<file path="config.mk">
export PLATFORM = sky130hd
export DESIGN_NAME = inst_encoder_loader_flat
export DESIGN_NICKNAME = d
export VERILOG_FILES = /design/src/rtl/inst_enc_pkg.sv /design/src/rtl/inst_encoder_loader_if.sv /design/src/rtl/inst_encoder.sv /design/src/rtl/inst_encoder_loader.sv /design/src/flat_wrapper.sv
export SDC_FILE = /design/constraint.sdc
export NUM_CORES = 1
export LEC_CHECK = 0
export ABC_AREA = 1
export CAP_MARGIN = 10
export CORE_MARGIN = 8
export CORE_UTILIZATION = 45
export CTS_CLUSTER_SIZE = 12
export DETAILED_ROUTE_END_ITERATION = 16
export PLACE_DENSITY = 0.78
export SYNTH_ARGS = -nofsm -noshare
export SYNTH_HDL_FRONTEND = slang
export SYNTH_SLANG_ARGS = --single-unit
</file>
<file path="constraint.sdc">
create_clock -name clk -period 4.2 [get_ports clk]
set_input_delay 0.63 -clock clk [delete_from_list [all_inputs] [get_ports clk]]
set_output_delay 0.63 -clock clk [all_outputs]
set_load 0.005 [all_outputs]
</file>
<file path="src/rtl/inst_enc_pkg.sv">
`default_nettype none
// ============================================================================
// Package : inst_enc_pkg
// Brief   : RV32I subset op codes, encoding fields and loader FSM states.
// Rev     : 1.0
// ============================================================================
package inst_enc_pkg;

    typedef enum logic [3:0] {
        OP_ADD  = 4'd0,
        OP_XOR  = 4'd1,
        OP_OR   = 4'd2,
        OP_ADDI = 4'd3,
        OP_XORI = 4'd4,
        OP_SLLI = 4'd5,
        OP_LW   = 4'd6,
        OP_SW   = 4'd7,
        OP_BEQ  = 4'd8,
        OP_BLT  = 4'd9,
        OP_BGE  = 4'd10,
        OP_JAL  = 4'd11,
        OP_JALR = 4'd12,
        OP_LUI  = 4'd13
    } op_t;

    typedef enum logic [1:0] {
        ST_IDLE  = 2'd0,
        ST_LOAD  = 2'd1,
        ST_DRAIN = 2'd2
    } state_t;

    localparam logic [6:0] c_opc_reg    = 7'b0110011;
    localparam logic [6:0] c_opc_imm    = 7'b0010011;
    localparam logic [6:0] c_opc_load   = 7'b0000011;
    localparam logic [6:0] c_opc_store  = 7'b0100011;
    localparam logic [6:0] c_opc_branch = 7'b1100011;
    localparam logic [6:0] c_opc_jal    = 7'b1101111;
    localparam logic [6:0] c_opc_jalr   = 7'b1100111;
    localparam logic [6:0] c_opc_lui    = 7'b0110111;

    localparam logic [2:0] c_f3_add  = 3'b000;
    localparam logic [2:0] c_f3_sll  = 3'b001;
    localparam logic [2:0] c_f3_word = 3'b010;
    localparam logic [2:0] c_f3_xor  = 3'b100;
    localparam logic [2:0] c_f3_or   = 3'b110;
    localparam logic [2:0] c_f3_beq  = 3'b000;
    localparam logic [2:0] c_f3_blt  = 3'b100;
    localparam logic [2:0] c_f3_bge  = 3'b101;
    localparam logic [2:0] c_f3_jalr = 3'b000;

    localparam logic [6:0]  c_f7_zero = 7'b0000000;
    localparam logic [31:0] c_nop     = 32'h0000_0013;

    // True when v is representable as a signed value whose sign bit is bit msb.
    function automatic logic fits_signed(input logic [31:0] v, input int unsigned msb);
        logic [31:0] top;
        top = $signed(v) >>> msb;
        return (top == '0) || (top == '1);
    endfunction

endpackage
`default_nettype wire

</file>
<file path="src/rtl/inst_encoder_loader_if.sv">
`default_nettype none
// ============================================================================
// Interface : inst_encoder_loader_if
// Brief     : Host request channel plus instruction-memory write port.
// Rev       : 1.0
// ============================================================================
interface inst_encoder_loader_if #(
    parameter int ADDR_W = 8
) ();
    logic              in_valid;
    logic              in_ready;
    logic [3:0]        in_op;
    logic [4:0]        in_rd;
    logic [4:0]        in_rs1;
    logic [4:0]        in_rs2;
    logic [31:0]       in_imm;
    logic              in_last;
    logic              im_we;
    logic [ADDR_W-1:0] im_addr;
    logic [31:0]       im_wdata;

    modport master (
        output in_valid, in_op, in_rd, in_rs1, in_rs2, in_imm, in_last,
        input  in_ready, im_we, im_addr, im_wdata
    );

    modport slave (
        input  in_valid, in_op, in_rd, in_rs1, in_rs2, in_imm, in_last,
        output in_ready, im_we, im_addr, im_wdata
    );
endinterface
`default_nettype wire

</file>
<file path="src/rtl/inst_encoder.sv">
`default_nettype none
// ============================================================================
// Module : inst_encoder
// Brief  : Combinational RV32I-subset encoder with immediate range checking.
// Rev    : 1.0
// ============================================================================
module inst_encoder
    import inst_enc_pkg::*;
(
    input  logic [3:0]  i_op,
    input  logic [4:0]  i_rd,
    input  logic [4:0]  i_rs1,
    input  logic [4:0]  i_rs2,
    input  logic [31:0] i_imm,
    output logic [31:0] o_word,
    output logic        o_range_err,
    output logic        o_illegal
);

    function automatic logic [31:0] enc_b(input logic [31:0] imm, input logic [4:0] rs1,
                                          input logic [4:0] rs2, input logic [2:0] f3);
        return {imm[12], imm[10:5], rs2, rs1, f3, imm[4:1], imm[11], c_opc_branch};
    endfunction

    logic w_b_range_err;
    logic w_i_range_err;

    assign w_i_range_err = !fits_signed(i_imm, 11);
    assign w_b_range_err = !fits_signed(i_imm, 12) || i_imm[0];

    always_comb begin
        o_word      = c_nop;
        o_range_err = 1'b0;
        o_illegal   = 1'b0;
        case (i_op)
            OP_ADD:  o_word = {c_f7_zero, i_rs2, i_rs1, c_f3_add, i_rd, c_opc_reg};
            OP_XOR:  o_word = {c_f7_zero, i_rs2, i_rs1, c_f3_xor, i_rd, c_opc_reg};
            OP_OR:   o_word = {c_f7_zero, i_rs2, i_rs1, c_f3_or,  i_rd, c_opc_reg};
            OP_ADDI: begin
                o_word      = {i_imm[11:0], i_rs1, c_f3_add, i_rd, c_opc_imm};
                o_range_err = w_i_range_err;
            end
            OP_XORI: begin
                o_word      = {i_imm[11:0], i_rs1, c_f3_xor, i_rd, c_opc_imm};
                o_range_err = w_i_range_err;
            end
            OP_SLLI: begin
                o_word      = {c_f7_zero, i_imm[4:0], i_rs1, c_f3_sll, i_rd, c_opc_imm};
                o_range_err = (i_imm[31:5] != '0);
            end
            OP_LW: begin
                o_word      = {i_imm[11:0], i_rs1, c_f3_word, i_rd, c_opc_load};
                o_range_err = w_i_range_err;
            end
            OP_SW: begin
                o_word      = {i_imm[11:5], i_rs2, i_rs1, c_f3_word, i_imm[4:0], c_opc_store};
                o_range_err = w_i_range_err;
            end
            OP_BEQ: begin
                o_word      = enc_b(i_imm, i_rs1, i_rs2, c_f3_beq);
                o_range_err = w_b_range_err;
            end
            OP_BLT: begin
                o_word      = enc_b(i_imm, i_rs1, i_rs2, c_f3_blt);
                o_range_err = w_b_range_err;
            end
            OP_BGE: begin
                o_word      = enc_b(i_imm, i_rs1, i_rs2, c_f3_bge);
                o_range_err = w_b_range_err;
            end
            OP_JAL: begin
                o_word      = {i_imm[20], i_imm[10:1], i_imm[11], i_imm[19:12], i_rd, c_opc_jal};
                o_range_err = !fits_signed(i_imm, 20) || i_imm[0];
            end
            OP_JALR: begin
                o_word      = {i_imm[11:0], i_rs1, c_f3_jalr, i_rd, c_opc_jalr};
                o_range_err = w_i_range_err;
            end
            OP_LUI: begin
                o_word      = {i_imm[19:0], i_rd, c_opc_lui};
                o_range_err = (i_imm[31:20] != '0);
            end
            default: o_illegal = 1'b1;
        endcase
    end

endmodule
`default_nettype wire

</file>
<file path="src/rtl/inst_encoder_loader.sv">
`default_nettype none
// ============================================================================
// Module : inst_encoder_loader
// Brief  : Session FSM streaming encoded instructions into instruction memory.
// Rev    : 1.0
// ============================================================================
module inst_encoder_loader
    import inst_enc_pkg::*;
#(
    parameter int ADDR_W = 8
) (
    input  logic                   clk,
    input  logic                   rst,
    input  logic                   start,
    inst_encoder_loader_if.slave   bus,
    output logic                   cpu_hold,
    output logic                   busy,
    output logic                   done,
    output logic                   err,
    output logic [ADDR_W:0]        count
);

    localparam logic [ADDR_W-1:0] c_addr_top = '1;
    localparam logic [ADDR_W-1:0] c_addr_one = 1;
    localparam logic [ADDR_W:0]   c_cnt_one  = 1;

    state_t             r_state;
    state_t             w_state_nxt;
    logic [ADDR_W-1:0]  r_addr;
    logic               r_im_we;
    logic [ADDR_W-1:0]  r_im_addr;
    logic [31:0]        r_im_wdata;
    logic               r_done;
    logic               r_err;
    logic [ADDR_W:0]    r_count;

    logic               w_in_ready;
    logic               w_accept;
    logic               w_at_top;
    logic               w_open;
    logic [31:0]        w_word;
    logic               w_range_err;
    logic               w_illegal;

    inst_encoder u_encoder (
        .i_op        (bus.in_op),
        .i_rd        (bus.in_rd),
        .i_rs1       (bus.in_rs1),
        .i_rs2       (bus.in_rs2),
        .i_imm       (bus.in_imm),
        .o_word      (w_word),
        .o_range_err (w_range_err),
        .o_illegal   (w_illegal)
    );

    assign w_in_ready = (r_state == ST_LOAD);
    assign w_accept   = bus.in_valid && w_in_ready;
    assign w_at_top   = (r_addr == c_addr_top);
    assign w_open     = (r_state == ST_IDLE) && start;

    always_ff @(posedge clk or posedge rst) begin
        if (rst) r_state <= ST_IDLE;
        else     r_state <= w_state_nxt;
    end

    always_comb begin
        w_state_nxt = r_state;
        case (r_state)
            ST_IDLE:  if (start) w_state_nxt = ST_LOAD;
            ST_LOAD:  if (w_accept && (bus.in_last || w_at_top)) w_state_nxt = ST_DRAIN;
            ST_DRAIN: w_state_nxt = ST_IDLE;
            default:  w_state_nxt = ST_IDLE;
        endcase
    end

    // Output register stage: an accept at edge N presents the write during cycle N+1.
    always_ff @(posedge clk or posedge rst) begin
        if (rst) begin
            r_addr     <= '0;
            r_im_we    <= 1'b0;
            r_im_addr  <= '0;
            r_im_wdata <= '0;
            r_done     <= 1'b0;
            r_err      <= 1'b0;
            r_count    <= '0;
        end else begin
            r_im_we <= w_accept;
            r_done  <= (r_state == ST_DRAIN);
            if (w_accept) begin
                r_im_addr  <= r_addr;
                r_im_wdata <= w_word;
                r_addr     <= r_addr + c_addr_one;
            end
            if (w_open) begin
                r_addr  <= '0;
                r_count <= '0;
                r_err   <= 1'b0;
            end else begin
                if (r_im_we) r_count <= r_count + c_cnt_one;
                // Running out of address space without in_last is an overflow.
                if (w_accept && (w_range_err || w_illegal || (w_at_top && !bus.in_last)))
                    r_err <= 1'b1;
            end
        end
    end

    assign bus.in_ready = w_in_ready;
    assign bus.im_we    = r_im_we;
    assign bus.im_addr  = r_im_addr;
    assign bus.im_wdata = r_im_wdata;
    assign busy         = (r_state != ST_IDLE);
    assign cpu_hold     = (r_state != ST_IDLE);
    assign done         = r_done;
    assign err          = r_err;
    assign count        = r_count;

endmodule
`default_nettype wire

</file>
<file path="src/flat_wrapper.sv">
// flat-port wrapper written by rule: the top's interface ports become plain ports
module inst_encoder_loader_flat import inst_enc_pkg::*;
#(
    parameter int ADDR_W = 8
)
  (clk, rst, start, cpu_hold, busy, done, err, count, bus_in_valid, bus_in_op, bus_in_rd, bus_in_rs1, bus_in_rs2, bus_in_imm, bus_in_last, bus_in_ready, bus_im_we, bus_im_addr, bus_im_wdata);
  inst_encoder_loader_if #(.ADDR_W(ADDR_W)) bus_i ();
  input  logic clk;
  input  logic rst;
  input  logic start;
  output logic cpu_hold;
  output logic busy;
  output logic done;
  output logic err;
  output logic [ADDR_W:0] count;
  input wire logic [$bits(bus_i.in_valid)-1:0] bus_in_valid;
  input wire logic [$bits(bus_i.in_op)-1:0] bus_in_op;
  input wire logic [$bits(bus_i.in_rd)-1:0] bus_in_rd;
  input wire logic [$bits(bus_i.in_rs1)-1:0] bus_in_rs1;
  input wire logic [$bits(bus_i.in_rs2)-1:0] bus_in_rs2;
  input wire logic [$bits(bus_i.in_imm)-1:0] bus_in_imm;
  input wire logic [$bits(bus_i.in_last)-1:0] bus_in_last;
  output wire logic [$bits(bus_i.in_ready)-1:0] bus_in_ready;
  output wire logic [$bits(bus_i.im_we)-1:0] bus_im_we;
  output wire logic [$bits(bus_i.im_addr)-1:0] bus_im_addr;
  output wire logic [$bits(bus_i.im_wdata)-1:0] bus_im_wdata;
  assign bus_i.in_valid = bus_in_valid;
  assign bus_i.in_op = bus_in_op;
  assign bus_i.in_rd = bus_in_rd;
  assign bus_i.in_rs1 = bus_in_rs1;
  assign bus_i.in_rs2 = bus_in_rs2;
  assign bus_i.in_imm = bus_in_imm;
  assign bus_i.in_last = bus_in_last;
  assign bus_in_ready = bus_i.in_ready;
  assign bus_im_we = bus_i.im_we;
  assign bus_im_addr = bus_i.im_addr;
  assign bus_im_wdata = bus_i.im_wdata;
  inst_encoder_loader #(.ADDR_W(ADDR_W)) u_core (.clk(clk), .rst(rst), .start(start), .bus(bus_i), .cpu_hold(cpu_hold), .busy(busy), .done(done), .err(err), .count(count));
endmodule
</file>
* Yosys cells after proc, flatten, opt, wreduce, memory -nomap -nowiden
Index checks and enable logic that the tools add are counted.
** Storage, ports and cells
- Word-level logic and storage cells :: 75
- Output and inout port bits :: 55
- Register bits after elaboration :: 62
- Bits of input ports :: 56
** Cells by class
- Equality and inequality tests :: 21
- Reductions and logical operators :: 32
- Add/sub/neg operators :: 2
- Muxes and demuxes :: 12
** Operators with widths (number)
- case mux 32 bit (14 select lines) :: 1
- == test 32 bit (second input constant) :: 3
- logical NOT 32 bit :: 3
- nonzero test 27 bit :: 1
- == test 4 bit (second input constant) :: 6
- two-way mux 9 bit :: 2
- == test 4 x 3 -> 1 bit (second input constant) :: 4
- two-way mux 8 bit :: 2
- OR reduction 14 bit :: 1
- nonzero test 12 bit :: 1
- adder 9 x 1 -> 9 bit (second input constant) :: 1
- adder 8 x 1 -> 8 bit (second input constant) :: 1
- == test 4 x 2 -> 1 bit (second input constant) :: 2
- == test 8 bit (second input constant) :: 1
- logical OR 1 bit :: 8
- nonzero test 2 bit :: 4
- logical AND 1 bit :: 5
- case mux 1 bit (5 select lines) :: 1
- OR reduction 5 bit :: 1
- == test 4 x 1 -> 1 bit (second input constant) :: 1
- logical NOT 1 bit :: 4
- logical NOT 4 bit :: 1
- two-way mux 2 bit :: 2
- inequality test 2 bit (second input constant) :: 2
- 7 further kinds :: 9

* Depth between registers and ports, before layout
Gate-level depths: netlist (run 1).
- Word-level depth :: 10
- Gate-level depth with buffers :: 12
- Depth with buffers taken out :: 12

* By module
From an unflattened synthesis (run 1), not the netlist that was laid out.
** Unflattened totals
- Cells, all modules :: 536
- Area, all modules :: 3686.0 sq um
** Modules (own cells, without submodules)
- inst_encoder_loader :: area an instance 2637.5 sq um, sequential area each 1551.5 sq um, instances 1, cells each 317
- inst_encoder :: area an instance 1048.5 sq um, sequential area each 0.0 sq um, instances 1, cells each 219

* Worst setup path after synthesis (run 1)
No wires, ideal clock.
- Path type :: in2reg
- Start point :: in bus_in_op[3]
- End point :: reg u_core.r_im_wdata[21] (netlist: u_core.bus.im_wdata[21])
- Path slack :: 2602 ps
- Path buffers :: 1
- Setup time :: 118 ps
- Required time :: 4082 ps
- Data arrival time :: 1480 ps
- Stages on the path :: 10
- Cell sequence :: buf_6 > nand2_4 > inv_2 > nand2_1 > nand2_1 > a21oi_2 > nand2_1 > nand2_1 > a21oi_1 > a21o_1
** Between the ends
- Word-level cells in the longest chain between the ends :: 2
- Elaborated cells between the ends (all ways) :: 15
- Classes of those cells :: eq/ne (13); mux (1); reduce/logical (1)
** Ends and longest elaborated chain
- start, declared :: line flat_wrapper.sv:17 : input wire logic [$bits(bus_i.in_op)-1:0] bus_in_op;
- == test 4 bit, or another cell as far along :: line inst_encoder.sv:35 : case (i_op)
- case mux 32 bit (14 select lines) * :: line inst_encoder.sv:35
- end signal, assigned :: line inst_encoder_loader.sv:91 : r_im_wdata <= w_word;
- end, declared :: line inst_encoder_loader.sv:32 : logic [31:0] r_im_wdata;
Every way passes the cells marked *; elsewhere a longest branch is shown, timed or not.
A chain may end at the register's enable or synchronous reset.

* Worst setup path in the final report (run 1)
- Start point :: in bus_in_op[3]
- End point :: reg u_core.r_err (netlist: u_core.err)
** Between the ends
- Word-level cells in the longest chain between the ends :: 7
- Elaborated cells between the ends (all ways) :: 23
- Classes of those cells :: eq/ne (13); mux (2); reduce/logical (8)
** Ends and longest elaborated chain
- == test 4 bit, or another cell as far along :: line inst_encoder.sv:35
- OR reduction 5 bit (no source line), or another cell as far along
- case mux 1 bit (5 select lines) or two-way mux 1 bit (tied branches) :: line inst_encoder.sv:35
- logical OR 1 bit * (2 in series) :: line inst_encoder_loader.sv:101 : if (w_accept && (w_range_err || w_illegal || (w_at_top && !bus.in_last)))
- logical AND 1 bit * :: line inst_encoder_loader.sv:101
- nonzero test 2 bit (no source line) *
- end signal, assigned :: line inst_encoder_loader.sv:84 : r_err <= 1'b0;
- end signal, assigned :: line inst_encoder_loader.sv:97 : r_err <= 1'b0;
- end signal, assigned :: line inst_encoder_loader.sv:102 : r_err <= 1'b1;
- end, declared :: line inst_encoder_loader.sv:34 : logic r_err;
Marks and branches as above.

==> results_dict.tcl, run 1 <==
set metrics [dict create \
    final_period_minus_worst_setup_slack_ns 2.28 \
    maximum_achievable_frequency_mhz 440 \
    portBuffers 110 \
    finalNetCount 627 \
    p_clk_share_pct 22.8 \
    antennaDiodeCount 0 \
    total_leakage_power_uw 0.00223 \
    fin_ws_ns 1.92 \
    max_cap_viol_count 0 \
    syn_area_um2 3430 \
    power_spent_charging_and_discharging_nets_uw 761 \
    layout_commonest_cell "nand2_1" \
    timing.hold.worst.class "flop to flop" \
    critical_path.startpoint_type "input port" \
    seq_area_frac_synth_pct 44.5 \
    clockRootBuffer "clkbuf_8" \
    power.sequential.fraction_pct 38.6 \
    dieHeight_um 103 \
    via_count_of_the_first_global_routing_pass 3479 \
    die_area_um2 10700 \
    switching_share_pct 32.7 \
    num_vias 3429 \
    comb_power_share_pct 38.6 \
    core_region_area_um2 7570 \
    drt-total-wl_mm 10.5 \
    path_clk_slew_ns 0.06 \
    holdCritStartpoint "u_core.r_state[0]" \
    clk_latency_ns 0.33 \
    grt_max_degree 42 \
    grt_antenna_before_repair 0 \
    ys_seq_elements 61 \
    dr.pass1.iters 4 \
    synth.net_count 517 \
    worst_ep_required_time_ns 4.46 \
    mean_instance_size_in_the_synthesized_netlist_um2 7.47 \
    power.ir.vdd_worst_mv 0.249 \
    dieWidth_um 103 \
    cts_resizes 0 \
    cts_max_path_buffers 2 \
    outcome "finished, final reports clean" \
    timing.final.crit_share_pct 54.2 \
    worst_setup_path_type "input port to flop" \
    worst_setup_path_end_kind "flop" \
    remaining_drc_errors 0 \
    setup_repair_after_global_routing_missed_its_margin "false" \
    layout_common_cells "141 x nand2_1, 110 x clkdlybuf4s50_1, 61 x dfrtp_1" \
    drv_slew 0 \
    num_cts_buffers 9 \
    synthesis.instances 459 \
    global_route_wire_length_before_repair_mm 16.7 \
    critical_path_arrival_ns 2.54 \
    final_layout_size_suffix_gt1_share_pct 8.73 \
    ant_nets 0 \
    groute.usage.overall_pct 20.4 \
    tightest_slew_ns 0.871 \
    skew_ns 0.00650 \
    layout.filler_cells 669 \
    synthesis.yosys.warnings 0 \
    finalHoldWorstSlack_ns 0.445 \
    final-setup-viol-count 0 \
    tritoncts_clock_tree "done" \
    routed_wire_length_per_instance_um 15.5 \
    cts_hold_repair.buffers 0 \
    internal_power_uw 1570 \
    pwr_density_cell_nw_per_um2 485 \
    worst_slew_margin_rel_pct 41.9 \
    cts.htree.levels 3 \
    timing_hold_violations_final 0 \
    grt-ovfl-total 0 \
    seqCellArea_um2 1530 \
    cts_setup_buffers 0 \
    drt-initial-drc-count 149 \
    initial_standard_cell_utilization_of_the_core_pct 45.3 \
    placement_rows 32 \
    gp_congestion 0.869 \
    timing.rr.start "u_core.r_state[1]" \
    area_delta_synth_final_pct 39.9 \
    yosys.cell_types.count 40 \
    place_worst_setup_slack_ns 1.61 \
    setup-tns-final_ns 0 \
    crit_start "bus_in_op[3]" \
    timing.critical_path.fanout_max 12 \
    ios 111 \
    vias_per_cell 5.08 \
    hpwl_mm 8.40 \
    clkSinkCount 61 \
    multiInputGateArea_um2 1610 \
]
==> layout make-up <==
cell class / count / share of cell area (%)
multi-input cells: 327 / 33.5
clock buffers: 11 / 3.16
repair buffers: 112 / 23.3
inverters: 58 / 4.57
well taps: 102 / 2.66
flip-flops and latches: 61 / 31.8
clock inverters: 4 / 0.992
==> final timing paths <==
check / to / slack [ns] / cells past startpoint
hold / removal: u_core.done / 0.44 / 1
hold reg to reg: u_core.done / 0.44 / 1
max in group asynchronous: u_core.r_state[1] / 2.59 / 3
setup reg to reg: u_core.r_addr[7] / 2.18 / 8
setup / recovery: u_core.err / 1.92 / 11
min in group asynchronous: u_core.bus.im_wdata[20] / 0.80 / 2
==> metrics by stage <==
step | std cells | power (uW) | cell area [um2] | utilization, %
5_1_grt | 675 | 2480 | 4790 | 63.3
2_1_floorplan | 459 | 1270 | 3430 | -
4_1_cts | 675 | 2350 | 4790 | 63.3
6_report | 675 | 2330 | 4790 | 63.3
3_5_place_dp | 660 | 1810 | 4590 | 60.7
3_3_place_gp | 660 | 1790 | 4590 | 60.7
==> worst max-delay path: stages <==
cell	delay (ns)
clkdlybuf4s50_1	0.83
nand2_4	0.11
nor2_4	0.30
inv_2	0.16
nand2_1	0.10
nand2_1	0.05
nand3_1	0.07
nor2_1	0.04
nand2_1	0.06
nand2_1	0.06
a21oi_2	0.12
==> routing by layer <==
metal  GRT usage [%]  routed length [um]  part of all wire, %  vias up
met1            23.7                4330                   41     1583
met5               0                   0                    0        -
li1                -                   -                    -     1710
met4            6.90                 197                  1.9        0
met2            35.6                5210                   50      122
met3            5.15                 748                  7.1       14
==> kinds of logic (layout without fill, tap and decap cells) <==
group	Yosys count	after routing	share of synthesized area [%]
AO/OA/AOI/OAI	99	99	16.6
adder cells (fa/ha/maj)	2	2	0.730
buffers and inverters	71	185	8.62
flip-flops	61	61	44.5
AND/OR/NAND/NOR	226	226	29.5
==> registers in the layout, indices dropped and copies added, names as in the netlist <==
name / count
u_core.bus.im_addr: 8
u_core.bus.im_wdata: 31
u_core.bus.im_we: 1
u_core.count: 9
u_core.done: 1
u_core.err: 1
u_core.r_addr: 8
u_core.r_state: 2
==> synthesized netlist by cell type (all sizes together) <==
library cell	count	area [um2]
ha	2	25.0
a21o	2	15.0
o31ai	1	7.51
buf	9	61.3
dfrtp	61	1530
nor3	7	35.0
nor2	49	239
a21oi	30	158
a22oi	3	32.5
inv	57	214
o21a	1	7.51
nand3	16	85.1
clkbuf	4	15.0
nand2	147	587
o2111ai	3	26.3
a31oi	1	6.26
a21boi	1	7.51
o211ai	1	7.51
or2	2	12.5
nor4	2	33.8
a2bb2oi	1	8.76
o21ai	46	230
nor3b	1	7.51
o22ai	7	43.8
a221oi	1	8.76
a311oi	1	8.76
nand4	2	12.5
clkinv	1	5.00
==> power by group through the flow <==
stage          registers [uW]  logic [uW]  clock network (uW)
6_report                  897         899                 530
2_1_floorplan             901         372                   0
3_3_place_gp              898         890                   0
3_5_place_dp              906         908                   0
5_1_grt                   921         995                 561
4_1_cts                   899         915                 537
Note: power is estimated with default switching activity, not from simulation.
==> run 2: changes to the inputs <==
CORE_UTILIZATION = 42   (was 45)
PLACE_DENSITY = 0.77   (was 0.78)
clock period = 1.85 ns   (was 4.2 ns; I/O delays follow)
==> run 2 against run 1 <==
Net effect:
- setup slack got worse by 1.8 ns
- routed wire length rose by 2.1%
- hold slack got worse by 0.17 ns
- largest power group unchanged
- highest routed layer unchanged
==> results_dict.tcl, run 2 (synthesis results as in run 1) <==
set metrics [dict create \
    worst_slew_margin_rel_pct 71.5 \
    cts_resizes 0 \
    cp_num_buf_inv 1 \
    critical-path-slowest-cell "clkdlybuf4s50_1" \
    num_vias 3513 \
    final-setup-viol-count 0 \
    num_cts_buffers 9 \
    timing.hold.worst.class "input port to asynchronous set/reset pin" \
    vias_per_cell 4.97 \
    clkSinkCount 61 \
    critical_path.startpoint_type "flop" \
    crit_path_max_incr_delay_ns 0.52 \
    max_cap_viol_count 0 \
    layout_commonest_cell "nand2_1" \
    grt_max_degree 34 \
    clockRootBuffer "clkbuf_8" \
    critical_path_arrival_ns 1.40 \
    clk_latency_ns 0.33 \
    gp_congestion 0.898 \
    layout.cell_area.non_filler_um2 5090 \
    worst_ep_required_time_ns 1.57 \
    place_area_um2 4870 \
    tightest_slew_ns 0.426 \
    cp_top_family "buffers and inverters" \
    cts_setup_buffers 0 \
    finalNetCount 655 \
    ios 111 \
    die_area_um2 11300 \
    placed_cells 691 \
    power.ir.vdd_worst_mv 0.635 \
    timing.final.crit_share_pct 90.6 \
    hpwl_mm 8.63 \
    final_period_minus_worst_setup_slack_ns 1.68 \
    placement_rows 33 \
    groute.usage.overall_pct 19.5 \
    cts.htree.levels 3 \
    tritoncts_clock_tree "done" \
    max_reg_flops 31 \
    cts_max_path_buffers 2 \
    worst_setup_path_end_kind "output pin" \
    setup_repair_after_global_routing_missed_its_margin "false" \
    utilization_pct 63.3 \
    cts_hold_repair.buffers 0 \
    design_power_total_uw 5490 \
    grt-ovfl-total 0 \
    antennaDiodeCount 0 \
    pwr_density_cell_nw_per_um2 1080 \
    timing.critical_path.fanout_max 4 \
    routed_wire_length_per_instance_um 15.1 \
    worst_setup_path_type "flop to output pin" \
    remaining_drc_errors 0 \
    initial_standard_cell_utilization_of_the_core_pct 42.6 \
    via_count_of_the_first_global_routing_pass 3588 \
    drt-total-wl_mm 10.7 \
    dieWidth_um 106 \
    drv_slew 0 \
    skew_ns 0.00689 \
    dieHeight_um 106 \
    layout.filler_cells 775 \
    crit_path_cell_trace "nor2_2 -> clkdlybuf4s50_1" \
    outcome "finished, final reports clean" \
    global_route_wire_length_before_repair_mm 17.8 \
    total_leakage_power_uw 0.00240 \
    area_delta_synth_final_pct 48.7 \
    drt-initial-drc-count 172 \
    path_clk_slew_ns 0.07 \
    instances_no_fill 707 \
    ant_nets 0 \
    grt_antenna_before_repair 0 \
    dr.pass1.iters 4 \
    core_region_area_um2 8050 \
    portBuffers 110 \
    timing_hold_violations_final 0 \
    layout_common_cells "141 x nand2_1, 110 x clkdlybuf4s50_1, 61 x dfrtp_1" \
    maximum_achievable_frequency_mhz 597 \
    final_layout_size_suffix_gt1_share_pct 13.1 \
]
## run 2: cell count changes in the layout (fill, tap and decap cells not counted)
| cell | delta |
|---|---|
| buf_12 | +5 |
| clkinv_4 | +1 |
| buf_4 | +23 |
| clkbuf_8 | -1 |
| bufinv_16 | +1 |
## run 2: through the flow
| stage | TNS, ns | hold slack, ns | setup slack (ns) |
|---|---|---|---|
| after floorplan | 0 | 0.422 | 0.0595 |
| after global routing | 0 | 0.317 | 0.0527 |
| after global placement | -0.309 | 0.430 | -0.0968 |
| after CTS | 0 | 0.272 | 0.144 |
| after detailed placement | -0.576 | 0.453 | -0.0801 |
| final | 0 | 0.273 | 0.174 |
## run 2: worst paths after layout
| kind | startpoint | endpoint | slack (ns) | cells after the start |
|---|---|---|---|---|
| min | rst | u_core.bus.im_wdata[1] | 0.27 | 2 |
| min reg2reg | u_core.r_state[0] | u_core.done | 0.46 | 1 |
| max | u_core.r_state[1] | bus_in_ready | 0.17 | 2 |
| min in group clk | u_core.r_state[0] | u_core.done | 0.46 | 1 |
| max in group asynchronous | rst | u_core.bus.im_wdata[24] | 1.09 | 3 |
| max reg2reg | u_core.r_state[1] | u_core.r_addr[7] | 0.25 | 8 |
## run 2: worst reg2reg max path: cells and delay by family, from the launching register on
family,cells,cell delay (ns)
AO/OA/AOI/OAI,2,0.20
AND/OR/NAND/NOR,6,0.88
flip-flops,1,0.41
## run 2: per-layer routing
layer  vias up  global-route usage [%]  routed length [um]
li1       1755                       -                   -
met1      1631                    23.0                4630
met2       119                    33.6                5350
met3         8                    5.81                 628
met4         0                    4.92                 101
met5         -                       0                   0
## run 2: power by group
part / internal [uW] / switching, uW / total, uW
logic: 1200 / 935 / 2140
registers: 1760 / 273 / 2030
clock network: 793 / 528 / 1320
## run 2: layout make-up
type | count | area [um2] | share of cell area, %
multi-input combinational | 327 | 1610 | 31.5
sequential | 61 | 1530 | 30.0
timing repair buffer | 140 | 1390 | 27.3
inverter | 58 | 219 | 4.30
clock buffer | 10 | 138 | 2.70
tap | 105 | 131 | 2.58
clock inverter | 6 | 86.3 | 1.69
